**src/rtl/data_hs_pipe.sv**
```systemverilog
// rtl/data_hs_pipe.sv - parametrised valid/ready register-slice pipeline with flush and occupancy
//
// Purpose:
//   Chain of STAGES register slices between two streaming blocks. REG_READY=0 builds
//   bubble-collapsing slices (one word each, ready combinational from downstream);
//   REG_READY=1 builds two-entry skid slices (main + skid register, ready registered,
//   no combinational path from out_ready_i to in_ready_o). Synchronous flush drops
//   every held word; level_o reports the number of words currently held.
//
// Ports:
//   clk_i        rising-edge clock
//   rst_i        asynchronous reset, active-high
//   flush_i      synchronous flush, drops all held words and any word offered that cycle
//   in_data_i    upstream data
//   in_valid_i   upstream valid
//   in_ready_o   upstream accept (transfer when in_valid_i & in_ready_o)
//   out_data_o   downstream data
//   out_valid_o  downstream valid
//   out_ready_i  downstream accept
//   level_o      words held across all slices

module data_hs_pipe #(
    parameter int D_WIDTH   = 32,
    parameter int STAGES    = 1,
    parameter int REG_READY = 1,
    parameter int CNT_W     = $clog2(2 * STAGES + 1)
) (
    input  logic               clk_i,
    input  logic               rst_i,
    input  logic               flush_i,
    input  logic [D_WIDTH-1:0] in_data_i,
    input  logic               in_valid_i,
    output logic               in_ready_o,
    output logic [D_WIDTH-1:0] out_data_o,
    output logic               out_valid_o,
    input  logic               out_ready_i,
    output logic [CNT_W-1:0]   level_o
);

    // run_q holds in_ready_o low during reset and for no longer than the
    // first edge after release.
    logic                run_q;

    // Slice k: main register (the slice output) and skid register.
    logic [D_WIDTH-1:0]  m_data_q  [STAGES];
    logic [STAGES-1:0]   m_valid_q;
    logic [D_WIDTH-1:0]  s_data_q  [STAGES];
    logic [STAGES-1:0]   s_valid_q;

    // Per-slice view of the upstream side (what feeds slice k) and of the
    // downstream ready (what slice k sees from slice k+1 or the output port).
    logic [D_WIDTH-1:0]  up_data   [STAGES];
    logic [STAGES-1:0]   up_valid;
    logic [STAGES-1:0]   up_ready;
    logic [STAGES-1:0]   dn_ready;
    logic [STAGES-1:0]   up_acc;
    logic                rdy_chain;

    logic                in_xfer;
    logic                out_xfer;

    always_comb begin
        up_data   = '{default: '0};
        up_valid  = '0;
        up_ready  = '0;
        dn_ready  = '0;
        rdy_chain = out_ready_i;

        up_data[0]  = in_data_i;
        up_valid[0] = in_valid_i & run_q;
        for (int k = 1; k < STAGES; k++) begin
            up_data[k]  = m_data_q[k-1];
            up_valid[k] = m_valid_q[k-1];
        end

        // Walk from the output slice back to the input slice. In skid mode the
        // chain is broken at every slice because ready is just ~skid_valid.
        for (int k = STAGES - 1; k >= 0; k--) begin
            dn_ready[k] = rdy_chain;
            if (REG_READY != 0) begin
                rdy_chain = ~s_valid_q[k];
            end else begin
                rdy_chain = rdy_chain | ~m_valid_q[k];
            end
            up_ready[k] = rdy_chain;
        end

        up_acc = up_valid & up_ready;
    end

    assign in_ready_o  = up_ready[0] & run_q;
    assign out_data_o  = m_data_q[STAGES-1];
    assign out_valid_o = m_valid_q[STAGES-1];

    assign in_xfer  = in_valid_i & in_ready_o;
    assign out_xfer = out_valid_o & out_ready_i;

    always_ff @(posedge clk_i or posedge rst_i) begin
        if (rst_i) begin
            run_q     <= 1'b0;
            m_valid_q <= '0;
            s_valid_q <= '0;
            level_o   <= '0;
            for (int k = 0; k < STAGES; k++) begin
                m_data_q[k] <= '0;
                s_data_q[k] <= '0;
            end
        end else begin
            run_q <= 1'b1;

            for (int k = 0; k < STAGES; k++) begin
                if (flush_i) begin
                    m_valid_q[k] <= 1'b0;
                    s_valid_q[k] <= 1'b0;
                end else if (REG_READY == 0) begin
                    if (up_ready[k]) begin
                        m_valid_q[k] <= up_valid[k];
                    end
                    if (up_acc[k]) begin
                        m_data_q[k] <= up_data[k];
                    end
                end else if (!m_valid_q[k] || dn_ready[k]) begin
                    // Main register is free this cycle: the skid word is older
                    // than anything offered upstream, so it goes first.
                    if (s_valid_q[k]) begin
                        m_data_q[k]  <= s_data_q[k];
                        m_valid_q[k] <= 1'b1;
                        s_valid_q[k] <= 1'b0;
                    end else begin
                        m_valid_q[k] <= up_acc[k];
                        if (up_acc[k]) begin
                            m_data_q[k] <= up_data[k];
                        end
                    end
                end else if (up_acc[k]) begin
                    // Main is stalled; a word accepted on the registered ready
                    // lands in the skid register.
                    s_data_q[k]  <= up_data[k];
                    s_valid_q[k] <= 1'b1;
                end
            end

            if (flush_i) begin
                level_o <= '0;
            end else if (in_xfer && !out_xfer) begin
                level_o <= level_o + CNT_W'(1);
            end else if (out_xfer && !in_xfer) begin
                level_o <= level_o - CNT_W'(1);
            end
        end
    end

endmodule

```
**config.mk**
```make
export PLATFORM = sky130hd
export DESIGN_NAME = data_hs_pipe
export DESIGN_NICKNAME = d
export VERILOG_FILES = /design/src/rtl/data_hs_pipe.sv
export SDC_FILE = /design/constraint.sdc
export NUM_CORES = 1
export LEC_CHECK = 0
export BUFFER_PORTS_ARGS = -buffer_cell sky130_fd_sc_hd__buf_2
export CAP_MARGIN = 20
export CORE_AREA = 4 4 86 88
export DETAILED_ROUTE_END_ITERATION = 16
export DIE_AREA = 0 0 90 92
export PLACE_DENSITY = 0.74
export SLEW_MARGIN = 25
export SYNTH_ARGS = -nofsm -noshare
export SYNTH_HDL_FRONTEND = slang
export SYNTH_SLANG_ARGS = --single-unit
export TNS_END_PERCENT = 50
```
**constraint.sdc**
```tcl
create_clock -name clk_i -period 1.7 [get_ports clk_i]
set_input_delay 0.085 -clock clk_i [delete_from_list [all_inputs] [get_ports clk_i]]
set_output_delay 0.085 -clock clk_i [all_outputs]
set_load 0.02 [all_outputs]
```
==> out/qor.yml <==
grt_pass1_vias: 2096
min-delay-start: "in_data_i[27]"
postPlaceCellArea_sq_um: 3660
place_hpwl_um: 3890
peakVddDrop_uv: 521
yosysSeqAreaShare_pct: 54.9
htreeDepth: 3
slew_viol_final: 0
grt_pass1_wl_um: 10300
yosys.area.top_type: "dfrtp_1"
path_buf_inv: 1
syn_avg_cell_area_sq_um: 16.0
syn_inst: 196
antenna_found_initial: 0
io_buffers: 72
hold_viol: 0
leakagePower_nw: 2.04
synth_area_leaders: "dfrtp_1 (55%), mux2_2 (23%), mux2_4 (14%), buf_6 (1.8%), mux2_1 (0.72%)"
crit_arrival_ps: 1870
finalCritPeriodShare_pct: 97.2
synth_edf_count: 0
cp-startpoint: "s_valid_q"
synth.top_cells.by_count: "dfrtp_1 (69), mux2_2 (65), mux2_4 (30)"
nets: 347
ios: 73
start_util_pct: 47.3
grt-ovfl-total: 0
outcome: "finished, final reports clean"
cap_violations: 0
cp_slowest_cell: "or3_2"
synthFlopType: "dfrtp_1"
min_period_ps: 1650
start_kind: "register"
ys_warn_count: 0
ant_nets: 0
wire_per_inst_um: 15.5
ys_types: 21
worstPathRequired_ps: 1920
die_y_um: 92
synth_top_area_share_pct: 54.9
totalWireLength_um: 6130
cpPeakStageDelay_ps: 490
dieWidth_um: 90
ys_seq_elements: 69
critPathKind: "reg2reg"
fmax_mhz: 605
vias: 1988
place.gp.congestion: 0.678
crit_path_end_kind: "register"
crit_path_max_fanout: 16
drt-initial-drc-count: 57
setup_viol: 0
hp-class: "in2reg"
first_pass_iters: 4
clkLatencyLatePin_ps: 340
critical_path.cell_chain: "nand3b_4 -> or3_2 -> buf_12 -> mux2_4"
grt_use_total_pct: 15.7
area_delta_synth_final_pct: 32.7
viasPerCell: 5.03
dieArea_sq_um: 8280
synth_nets: 233
drive_above_1_share_pct: 62.2
synth-async-reset-ratio_pct: 100
finalInstanceArea_sq_um: 4170
power_mw: 4.26
powerDensity_nw_per_um2: 1020
row_count: 30
syn-cell-area_sq_um: 3140
clk_pin_slew_worst_paths_ps: 70
clk_path_buf_depth: 2
clock_sinks: 69
final.setup.tns_ps: 0
cts_made_buffers: 9
cts_tree: "yes"
drc: 0
cp_top_family: "simple AND/OR/NAND/NOR gates"
final.setup_skew_ps: 8.31
grt_max_degree: 70
core_area_sq_um: 6640
root_buffer: "clkbuf_8"
rsz0062_at_grt: "no"
diodes: 0
yosysMostFrequentCell: "dfrtp_1"
r2r-start: "s_valid_q"
[final timing paths]
kind | to | cells past startpoint | slack, ps
worst min register to register | out_data_o[15] | 1 | 500
max in group asynchronous | s_data_q[19] | 4 | 1020
worst max register to register | s_data_q[9] | 4 | 50
min in group asynchronous | out_data_o[3] | 4 | 380
worst max-delay path | s_data_q[9] | 4 | 50
worst min-delay path | s_data_q[27] | 2 | 20
[worst reg2reg max path, cell delays in order, from the launching register on]
cell	delay [ps]
dfrtp_1	390
nand3b_4	160
or3_2	490
buf_12	200
mux2_4	310
[logic make-up after synthesis]
family	count (synthesis)	share of synthesized area, %
other	1	0.119
and+or+nand+nor	11	2.71
DFF	69	54.9
AOI/OAI and AO/OA	5	0.875
muxes	98	38.6
buffers and inverters	12	2.75
[timing repair]
item                                    CTS  global route
endpoints found under the setup margin    0            10
hold buffers                             33             0
gates resized for setup                   0             1
setup buffers                             0             1
hold endpoints to repair                101             0
[registers in the layout, summed over array words and instances (netlist names)]
signal	cells
s_data_q	32
level_o	2
run_q	1
s_valid_q	1
out_valid_o	1
out_data_o	32
[layout make-up]
cell class,count,area (sq um)
Clock buffer,9,124
Clock inverter,7,51.3
Fill cell,526,2470
Inverter,1,7.51
Multi-Input combinational cell,115,1340
Sequential cell,69,1730
Tap cell,80,100
Timing Repair Buffer,114,825
[per-layer routing]
metal	GRT usage [%]	vias to the layer above	share of wire, %
met5	0	-	0
met3	3.86	8	4.7
li1	-	926	-
met4	6.89	0	1.4
met1	20.7	1004	46
met2	24.6	50	48
[power breakdown]
| group | switching (mW) | internal [mW] |
|---|---|---|
| Sequential | 0.155 | 1.93 |
| Combinational | 0.464 | 0.532 |
| Clock | 0.646 | 0.533 |
| Total | 1.26 | 3.00 |
[per-stage QoR]
step / util [%] / setup slack [ps] / hold WS [ps] / cells
final: 62.8 / 46.9 / 18.4 / 395
after global routing: 62.8 / 10.0 / 18.9 / 395
after CTS: 62.6 / 50.0 / 4.43 / 394
after detailed placement: 55.0 / 59.8 / 219 / 345
after global placement: 55.0 / 66.6 / 219 / 345
after floorplan: - / 57.5 / 148 / 196
[cells in the final DEF, fill, tap and decap left out]
cell type      instances
buf_2                 72
dfrtp_1               69
mux2_2                65
dlygate4sd3_1         33
mux2_4                30
clkbuf_8               9
buf_12                 5
nor2b_1                3
a21oi_1                3
clkinvlp_4             3
buf_4                  3
mux2_1                 2
clkinv_2               2
clkinv_4               2
nor3_4                 1
nand2b_1               1
nand3b_4               1
or3_2                  1
a21boi_0               1
and3b_1                1
o21ai_0                1
or3_1                  1
nor3_1                 1
nor2_1                 1
mux2i_1                1
inv_6                  1
buf_6                  1
conb_1                 1
(Power assumes the default switching activity.)
